==> config.mk <==
export PLATFORM = sky130hd
export DESIGN_NAME = up_counter_ctrl
export DESIGN_NICKNAME = d
export VERILOG_FILES = /design/src/rtl/up_counter_ctrl.sv
export SDC_FILE = /design/constraint.sdc
export NUM_CORES = 1
export LEC_CHECK = 0
export BUFFER_PORTS_ARGS = -buffer_cell sky130_fd_sc_hd__buf_2
export CAP_MARGIN = 0
export CORE_MARGIN = 2
export CORE_UTILIZATION = 53
export DETAILED_ROUTE_END_ITERATION = 6
export PLACE_DENSITY = 0.74
export SLEW_MARGIN = 20
export SYNTH_ARGS = -nofsm -noshare
export SYNTH_HDL_FRONTEND = slang
export SYNTH_SLANG_ARGS = --single-unit
==> constraint.sdc <==
create_clock -name clk -period 2.25 [get_ports clk]
set_input_delay 0.1125 -clock clk [delete_from_list [all_inputs] [get_ports clk]]
set_output_delay 0.1125 -clock clk [all_outputs]
set_load 0.01 [all_outputs]
==> src/rtl/up_counter_ctrl.sv <==
// -----------------------------------------------------------------------------
// up_counter_ctrl
//   Command sequencer that drives the en/clr inputs of an up_counter.
//   Commands (CLEAR / RUN / RUN_N / STOP) arrive over a valid/ready handshake
//   and are turned into registered, cycle-exact en/clr waveforms. Completion
//   is reported with a one-cycle done pulse; busy is high outside IDLE.
//
//   Optional feature macro: UP_COUNTER_CTRL_WRAP_EN
//     When defined, the count input and wrap output exist. wrap pulses for one
//     cycle each time the counter rolls over from all-ones to zero by counting,
//     never when it returns to zero because of a CLEAR.
//
// Ports
//   clk        in   rising-edge clock, shared with up_counter
//   rst        in   asynchronous, active-high reset
//   cmd_valid  in   command present
//   cmd_ready  out  command accepted when cmd_valid & cmd_ready at a rising edge
//   cmd_op     in   2'b00 CLEAR, 2'b01 RUN, 2'b10 RUN_N, 2'b11 STOP
//   cmd_len    in   RUN_N enable-cycle count, sampled on accept only
//   en         out  to up_counter.en (registered)
//   clr        out  to up_counter.clr (registered)
//   busy       out  state != IDLE
//   done       out  one-cycle completion pulse (registered)
//   count      in   from up_counter.count       [UP_COUNTER_CTRL_WRAP_EN only]
//   wrap       out  counter wrap pulse           [UP_COUNTER_CTRL_WRAP_EN only]
//
// FSM states
//   state   | meaning
//   --------+---------------------------------------------------------------
//   S_IDLE  | no command in progress; en=0, clr=0; ready for a command
//   S_CLEAR | clr held high for CLR_CYCLES cycles, then done and IDLE
//   S_RUN   | en high every cycle until STOP or CLEAR; still accepts commands
//   S_RUN_N | en high for the loaded number of cycles, then done and IDLE
// -----------------------------------------------------------------------------
module up_counter_ctrl #(
   parameter int CNT_WIDTH  = 4,
   parameter int RUN_WIDTH  = 8,
   parameter int CLR_CYCLES = 1
) (
   input  logic                 clk,
   input  logic                 rst,
   input  logic                 cmd_valid,
   output logic                 cmd_ready,
   input  logic [1:0]           cmd_op,
   input  logic [RUN_WIDTH-1:0] cmd_len,
   output logic                 en,
   output logic                 clr,
   output logic                 busy,
   output logic                 done
`ifdef UP_COUNTER_CTRL_WRAP_EN
   ,
   input  logic [CNT_WIDTH-1:0] count,
   output logic                 wrap
`endif
);

   localparam int CLR_W = $clog2(CLR_CYCLES + 1);
   localparam logic [CLR_W-1:0] CLR_LOAD = CLR_W'(CLR_CYCLES);
   localparam logic [CLR_W-1:0] CLR_LAST = CLR_W'(1);
   localparam logic [RUN_WIDTH-1:0] REM_LAST = RUN_WIDTH'(1);

   localparam logic [1:0] OP_CLEAR = 2'b00;
   localparam logic [1:0] OP_RUN   = 2'b01;
   localparam logic [1:0] OP_RUN_N = 2'b10;
   localparam logic [1:0] OP_STOP  = 2'b11;

   if (CNT_WIDTH < 1 || RUN_WIDTH < 1 || CLR_CYCLES < 1) begin : g_param_check
      $error("up_counter_ctrl: CNT_WIDTH, RUN_WIDTH and CLR_CYCLES must be >= 1");
   end

   typedef enum logic [1:0] {
      S_IDLE  = 2'd0,
      S_CLEAR = 2'd1,
      S_RUN   = 2'd2,
      S_RUN_N = 2'd3
   } state_t;

   state_t                 state_q, state_d;
   logic [RUN_WIDTH-1:0]   rem_q, rem_d;
   logic [CLR_W-1:0]       clr_cnt_q, clr_cnt_d;
   logic                   en_q, en_d;
   logic                   clr_q, clr_d;
   logic                   done_q, done_d;
   logic                   accept;

   // Ready is a pure function of state, forced low while reset is asserted.
   assign cmd_ready = ~rst & ((state_q == S_IDLE) | (state_q == S_RUN));
   assign accept    = cmd_valid & cmd_ready;

   always_ff @(posedge clk or posedge rst) begin
      if (rst) begin
         state_q   <= S_IDLE;
         rem_q     <= '0;
         clr_cnt_q <= '0;
         en_q      <= 1'b0;
         clr_q     <= 1'b0;
         done_q    <= 1'b0;
      end else begin
         state_q   <= state_d;
         rem_q     <= rem_d;
         clr_cnt_q <= clr_cnt_d;
         en_q      <= en_d;
         clr_q     <= clr_d;
         done_q    <= done_d;
      end
   end

   // rem_q counts the en cycles still owed, including the one currently
   // visible on en; clr_cnt_q does the same for clr.
   always_comb begin
      state_d   = state_q;
      rem_d     = rem_q;
      clr_cnt_d = clr_cnt_q;
      en_d      = 1'b0;
      clr_d     = 1'b0;
      done_d    = 1'b0;

      unique case (state_q)
         S_IDLE, S_RUN: begin
            en_d = (state_q == S_RUN);
            if (accept) begin
               unique case (cmd_op)
                  OP_CLEAR: begin
                     state_d   = S_CLEAR;
                     clr_cnt_d = CLR_LOAD;
                     clr_d     = 1'b1;
                     en_d      = 1'b0;
                  end
                  OP_RUN: begin
                     state_d = S_RUN;
                     en_d    = 1'b1;
                  end
                  OP_RUN_N: begin
                     rem_d = cmd_len;
                     if (cmd_len == '0) begin
                        // Zero-length run completes immediately without en.
                        state_d = S_IDLE;
                        en_d    = 1'b0;
                        done_d  = 1'b1;
                     end else begin
                        state_d = S_RUN_N;
                        en_d    = 1'b1;
                     end
                  end
                  OP_STOP: begin
                     // STOP in IDLE is consumed silently.
                     if (state_q == S_RUN) begin
                        state_d = S_IDLE;
                        en_d    = 1'b0;
                        done_d  = 1'b1;
                     end
                  end
                  default: ;
               endcase
            end
         end

         S_CLEAR: begin
            clr_cnt_d = clr_cnt_q - CLR_LAST;
            if (clr_cnt_q == CLR_LAST) begin
               state_d = S_IDLE;
               done_d  = 1'b1;
            end else begin
               clr_d = 1'b1;
            end
         end

         S_RUN_N: begin
            rem_d = rem_q - REM_LAST;
            if (rem_q == REM_LAST) begin
               state_d = S_IDLE;
               done_d  = 1'b1;
            end else begin
               en_d = 1'b1;
            end
         end

         default: begin
            state_d = S_IDLE;
         end
      endcase
   end

   assign en   = en_q;
   assign clr  = clr_q;
   assign done = done_q;
   assign busy = (state_q != S_IDLE);

`ifdef UP_COUNTER_CTRL_WRAP_EN
   logic [CNT_WIDTH-1:0] count_q;
   logic                 clr_dly_q;
   logic                 wrap_q, wrap_d;

   // A rollover is all-ones last cycle and zero now. clr_dly_q lines up with
   // the cycle in which a clear would have forced the counter to zero, so a
   // CLEAR from all-ones is not mistaken for a wrap.
   assign wrap_d = (count_q == {CNT_WIDTH{1'b1}}) && (count == '0) && !clr_dly_q;

   always_ff @(posedge clk or posedge rst) begin
      if (rst) begin
         count_q   <= '0;
         clr_dly_q <= 1'b0;
         wrap_q    <= 1'b0;
      end else begin
         count_q   <= count;
         clr_dly_q <= clr_q;
         wrap_q    <= wrap_d;
      end
   end

   assign wrap = wrap_q;
`endif

endmodule

# Word-level counts from Yosys, hierarchy flattened
# Index checks and enable logic that the tools add are counted.
[word_totals]
rom_bits = 0
ff_bits = 14
inputBits = 13
n_memories = 0
mem_bits_rw = 0
wordCells = 65
latchBits = 0
[op_classes]
order_cmp = 0
shifts = 0
add_sub_neg = 2
muxes = 29
div = 0
eq_ne = 13
reduce_logical = 11
n_mul = 0
bitwise = 4
[ops]
columns = ["op", "count"]
rows = [
  ["8-bit 2-to-1 mux", 2],
  ["8-bit case mux with 2 select lines", 1],
  ["1-bit 2-to-1 mux", 13],
  ["2-bit 2-to-1 mux", 5],
  ["2-bit == test (second input constant)", 4],
  ["8-bit by 1-bit == test with 1-bit output (second input constant)", 1],
  ["8-bit zero test", 1],
  ["1-bit case mux with 2 select lines", 4],
  ["2-bit case mux with 4 select lines", 1],
  ["8-bit by 1-bit subtractor with 8-bit output (second input constant)", 1],
  ["2-bit inequality test (second input constant)", 3],
  ["1-bit case mux with 3 select lines", 2],
  ["2-bit case mux with 3 select lines", 1],
  ["3-bit AND reduction", 2],
  ["2-bit nonzero test", 3],
  ["2-bit by 1-bit == test with 1-bit output (second input constant)", 2],
  ["2-bit zero test", 2],
  ["2-bit by 1-bit inequality test with 1-bit output (second input constant)", 2],
  ["4-bit AND reduction", 1],
  ["2-bit OR reduction", 2],
  ["3-bit inequality test (second input constant)", 1],
  ["1-bit bitwise AND", 2],
  ["1-bit inverter", 1],
  ["1-bit OR", 1],
  ["1-bit subtractor (second input constant)", 1],
]

# Depth between registers and ports, before layout
[depth]
word_depth = 6
ltp_mapped = 6
depth_no_buf = 5

# Worst setup path before layout
# Ideal clock, no wire load.
[synth_timing]
path_kind = "register to register"
from = "register rem_q[6]"
to = "register rem_q[7]"
period_less_slack_ps = 1572
t_required_ps = 2163
arrival_time_ps = 1485
slack_ps = 678
stages_incl_launch_ff = 4
cell_sequence = "dfrtp_1 -> or4_4 -> or4_1 -> o211ai_1"
[synth_between]
elab_chain_len = 2
[synth_lines]
columns = ["element", "line", "text"]
rows = [
  ["from (decl)", "79", "logic [RUN_WIDTH-1:0] rem_q, rem_d;"],
  ["from (signal assigned)", "100", "rem_q <= rem_d;"],
  ["8-bit by 1-bit subtractor with 8-bit output", "169", "rem_d = rem_q - REM_LAST;"],
  ["8-bit case mux with 2 select lines", "118", "unique case (state_q)"],
]
# No other way between the ends.
# A chain may end at the register's enable or synchronous reset.

# Worst setup path in the final report
[layout_timing]
from = "register rem_q[3]"
to = "register rem_q[7]"
# Same word-level chain as after synthesis.

==> impl_metrics.tcl <==
set metrics [dict create \
    period_share_pct 74.6 \
    power_leakage_nw 0.463 \
    grt_overflow_total 0 \
    final_common_cell "buf_2" \
    drc 0 \
    netlist_area_sq_um 951 \
    p_per_area_mw_per_mm2 937 \
    worstPathRequired_ns 2.44 \
    status "finished, final reports clean" \
    crit_fanout 7 \
    relSlewSlack_pct 64.3 \
    hold_path.class "input port to flop" \
    clock-sinks 14 \
    power.total_mw 1.02 \
    cts_buffers 3 \
    start_kind "flop" \
    cp_slowest_cell "or4_4" \
    hold_viol 0 \
    cap_violations 0 \
    worstPathArrival_ns 1.87 \
    portBuffers 17 \
    syn_to_final_growth_pct 14.3 \
    drive_gt1_share_pct 26.1 \
    top_level_ports 18 \
    max_stage_delay_ns 0.54 \
    drt_iter0_drc 23 \
    maxSlewViolCount 0 \
    grt_max_degree 15 \
    setup_viol 0 \
    synth-edff-count 0 \
    synthFlopType "dfrtp_1" \
    grt_pass1_wl_microns 3620 \
    crit_buf_inv 0 \
    clkLatencyLatePin_ns 0.27 \
    cts.clk_slew.worst_paths_ns 0.08 \
    finClkSkew_ns 0.00379 \
    die_area_sq_mm 0.00215 \
    final_antenna_net_count 0 \
    cts_tree "yes" \
    synth.distinct_cells 38 \
    cpLargestDelayFamily "simple AND/OR/NAND/NOR gates" \
    h-tree-depth 1 \
    fin_tns_setup_ns 0 \
    rsz0062_at_grt "false" \
    viasPerCell 6.03 \
    postSynthCellCount 98 \
    synth-async-reset-ratio_pct 100 \
    core-area_sq_mm 0.00171 \
    drt_wl_total_microns 2220 \
    num_rows 15 \
    grt_usage_pct 24.1 \
    cts_setup_buffers 0 \
    fin_nets 135 \
    peakVddDrop_v 0.000490 \
    die_h_microns 46.4 \
    yosysSeqAreaShare_pct 36.8 \
    mostFrequentLayoutCells "buf_2, dfrtp_1, nand2_1" \
    clockRootBuffer "clkbuf_4" \
    antenna_cells 0 \
    place.gp.congestion 0.880 \
    ys_ff_latch 14 \
    firstDrtPassIters 4 \
    ys_warn_count 0 \
    max_clock_freq_mhz 596 \
    first_global_vias 799 \
    tightest_slew_ns 0.535 \
    ctsHoldBuffers 1 \
    critPathCaptureType "flop" \
    crit_chain "or4_4 -> or4_1 -> o211ai_1" \
    synth.avg_cell_area_sq_um 9.70 \
    dpl.hpwl_microns 1670 \
    initial_core_util_pct 55.7 \
    synth_fp_nets 116 \
    wl_per_cell_microns 15.9 \
    antenna_found_initial 0 \
    period_needed_ns 1.68 \
    die_w_microns 46.4 \
    fill_cells 152 \
    critPathKind "flop to flop" \
    cts.path.max_buffers 2 \
    cts_resized 0 \
    vias 844 \
]
layout make-up:
type / instances / area [sq um] / area share [%]
Multi-Input combinational cell: 73 / 558 / 51.3
Sequential cell: 14 / 350 / 32.2
Timing Repair Buffer: 19 / 103 / 9.44
Tap cell: 25 / 31.3 / 2.88
Clock buffer: 3 / 22.5 / 2.07
Inverter: 6 / 22.5 / 2.07
worst min-delay path, stage by stage:
cell and delay, ns:
buf_2 0.08, nand2_1 0.04, o211ai_1 0.06
cell families (layout without fill, tap and decap cells):
group,after synthesis,in the layout,synth area share (%)
and+or+nand+nor,46,46,31.8
xor gates and xnor gates,1,1,0.921
AOI/OAI and AO/OA,17,17,15.0
muxes,4,4,4.34
DFF,14,14,36.8
adders and majority gates,5,5,6.58
buffers and inverters,11,28,4.47
layer usage:
layer | global-route usage (%) | vias up | wire length, microns
met1 | 31.6 | 403 | 1070
met3 | 6.27 | 4 | 88
met4 | 11.4 | 0 | 29
met2 | 36.4 | 24 | 1040
li1 | - | 413 | -
met5 | 0 | - | 0
final timing paths:
check	from	endpoint	slack (ns)	cells past startpoint
hold / removal	cmd_len[3]	rem_q[3]$_DFFE_PP0P_	0.07	3
hold reg to reg	clr_cnt_q$_DFFE_PP0P_	clr_cnt_q$_DFFE_PP0P_	0.57	2
min in group asynchronous	rst	state_q[1]$_DFFE_PP0P_	0.48	3
setup reg to reg	rem_q[3]$_DFFE_PP0P_	rem_q[7]$_DFFE_PP0P_	0.57	3
setup / recovery	rem_q[3]$_DFFE_PP0P_	rem_q[7]$_DFFE_PP0P_	0.57	3
max in group asynchronous	rst	rem_q[6]$_DFFE_PP0P_	1.41	3
synth_stat cells (all sizes together) (2+ instances only):
cell type / n / share of area, %
o311ai: 4 / 3.7
ha: 5 / 6.6
mux2i: 3 / 3.2
dfrtp: 14 / 37
nor3: 4 / 2.1
or4: 4 / 3.6
clkbuf: 4 / 1.6
nor2: 2 / 0.79
nand3: 4 / 2.1
o211ai: 6 / 4.7
nand4bb: 3 / 3.6
nor4: 2 / 1.3
nand2b: 4 / 2.6
o221a: 2 / 2.4
or3b: 2 / 1.8
nor2b: 2 / 1.3
nand2: 8 / 3.2
inv: 6 / 2.4
or2: 2 / 1.3
report_power, final:
group          leakage (nW)  switching (mW)  total (mW)  internal, mW
sequential            0.171           0.144       0.496         0.352
combinational         0.279           0.181       0.383         0.202
clock                0.0138          0.0775       0.139        0.0619
metrics by stage:
step / setup WS [ns] / utilization [%] / instances / hold WS [ns] / area [sq um]
global route: 0.485 / 63.7 / 140 / 0.0665 / 1090
CTS: 0.571 / 63.7 / 140 / 0.0556 / 1090
floorplan: 0.678 / - / 98 / 0.00172 / 951
global placement: 0.638 / 61.8 / 136 / 0.227 / 1050
finish: 0.572 / 63.7 / 140 / 0.0686 / 1090
detailed placement: 0.596 / 61.8 / 136 / 0.231 / 1050
registers in the layout, indices dropped and copies added, names as in the netlist:
register,count
en,1
clr,1
clr_cnt_q,1
rem_q,8
state_q,2
done,1
No activity file was read; power rests on OpenSTA's default activity.
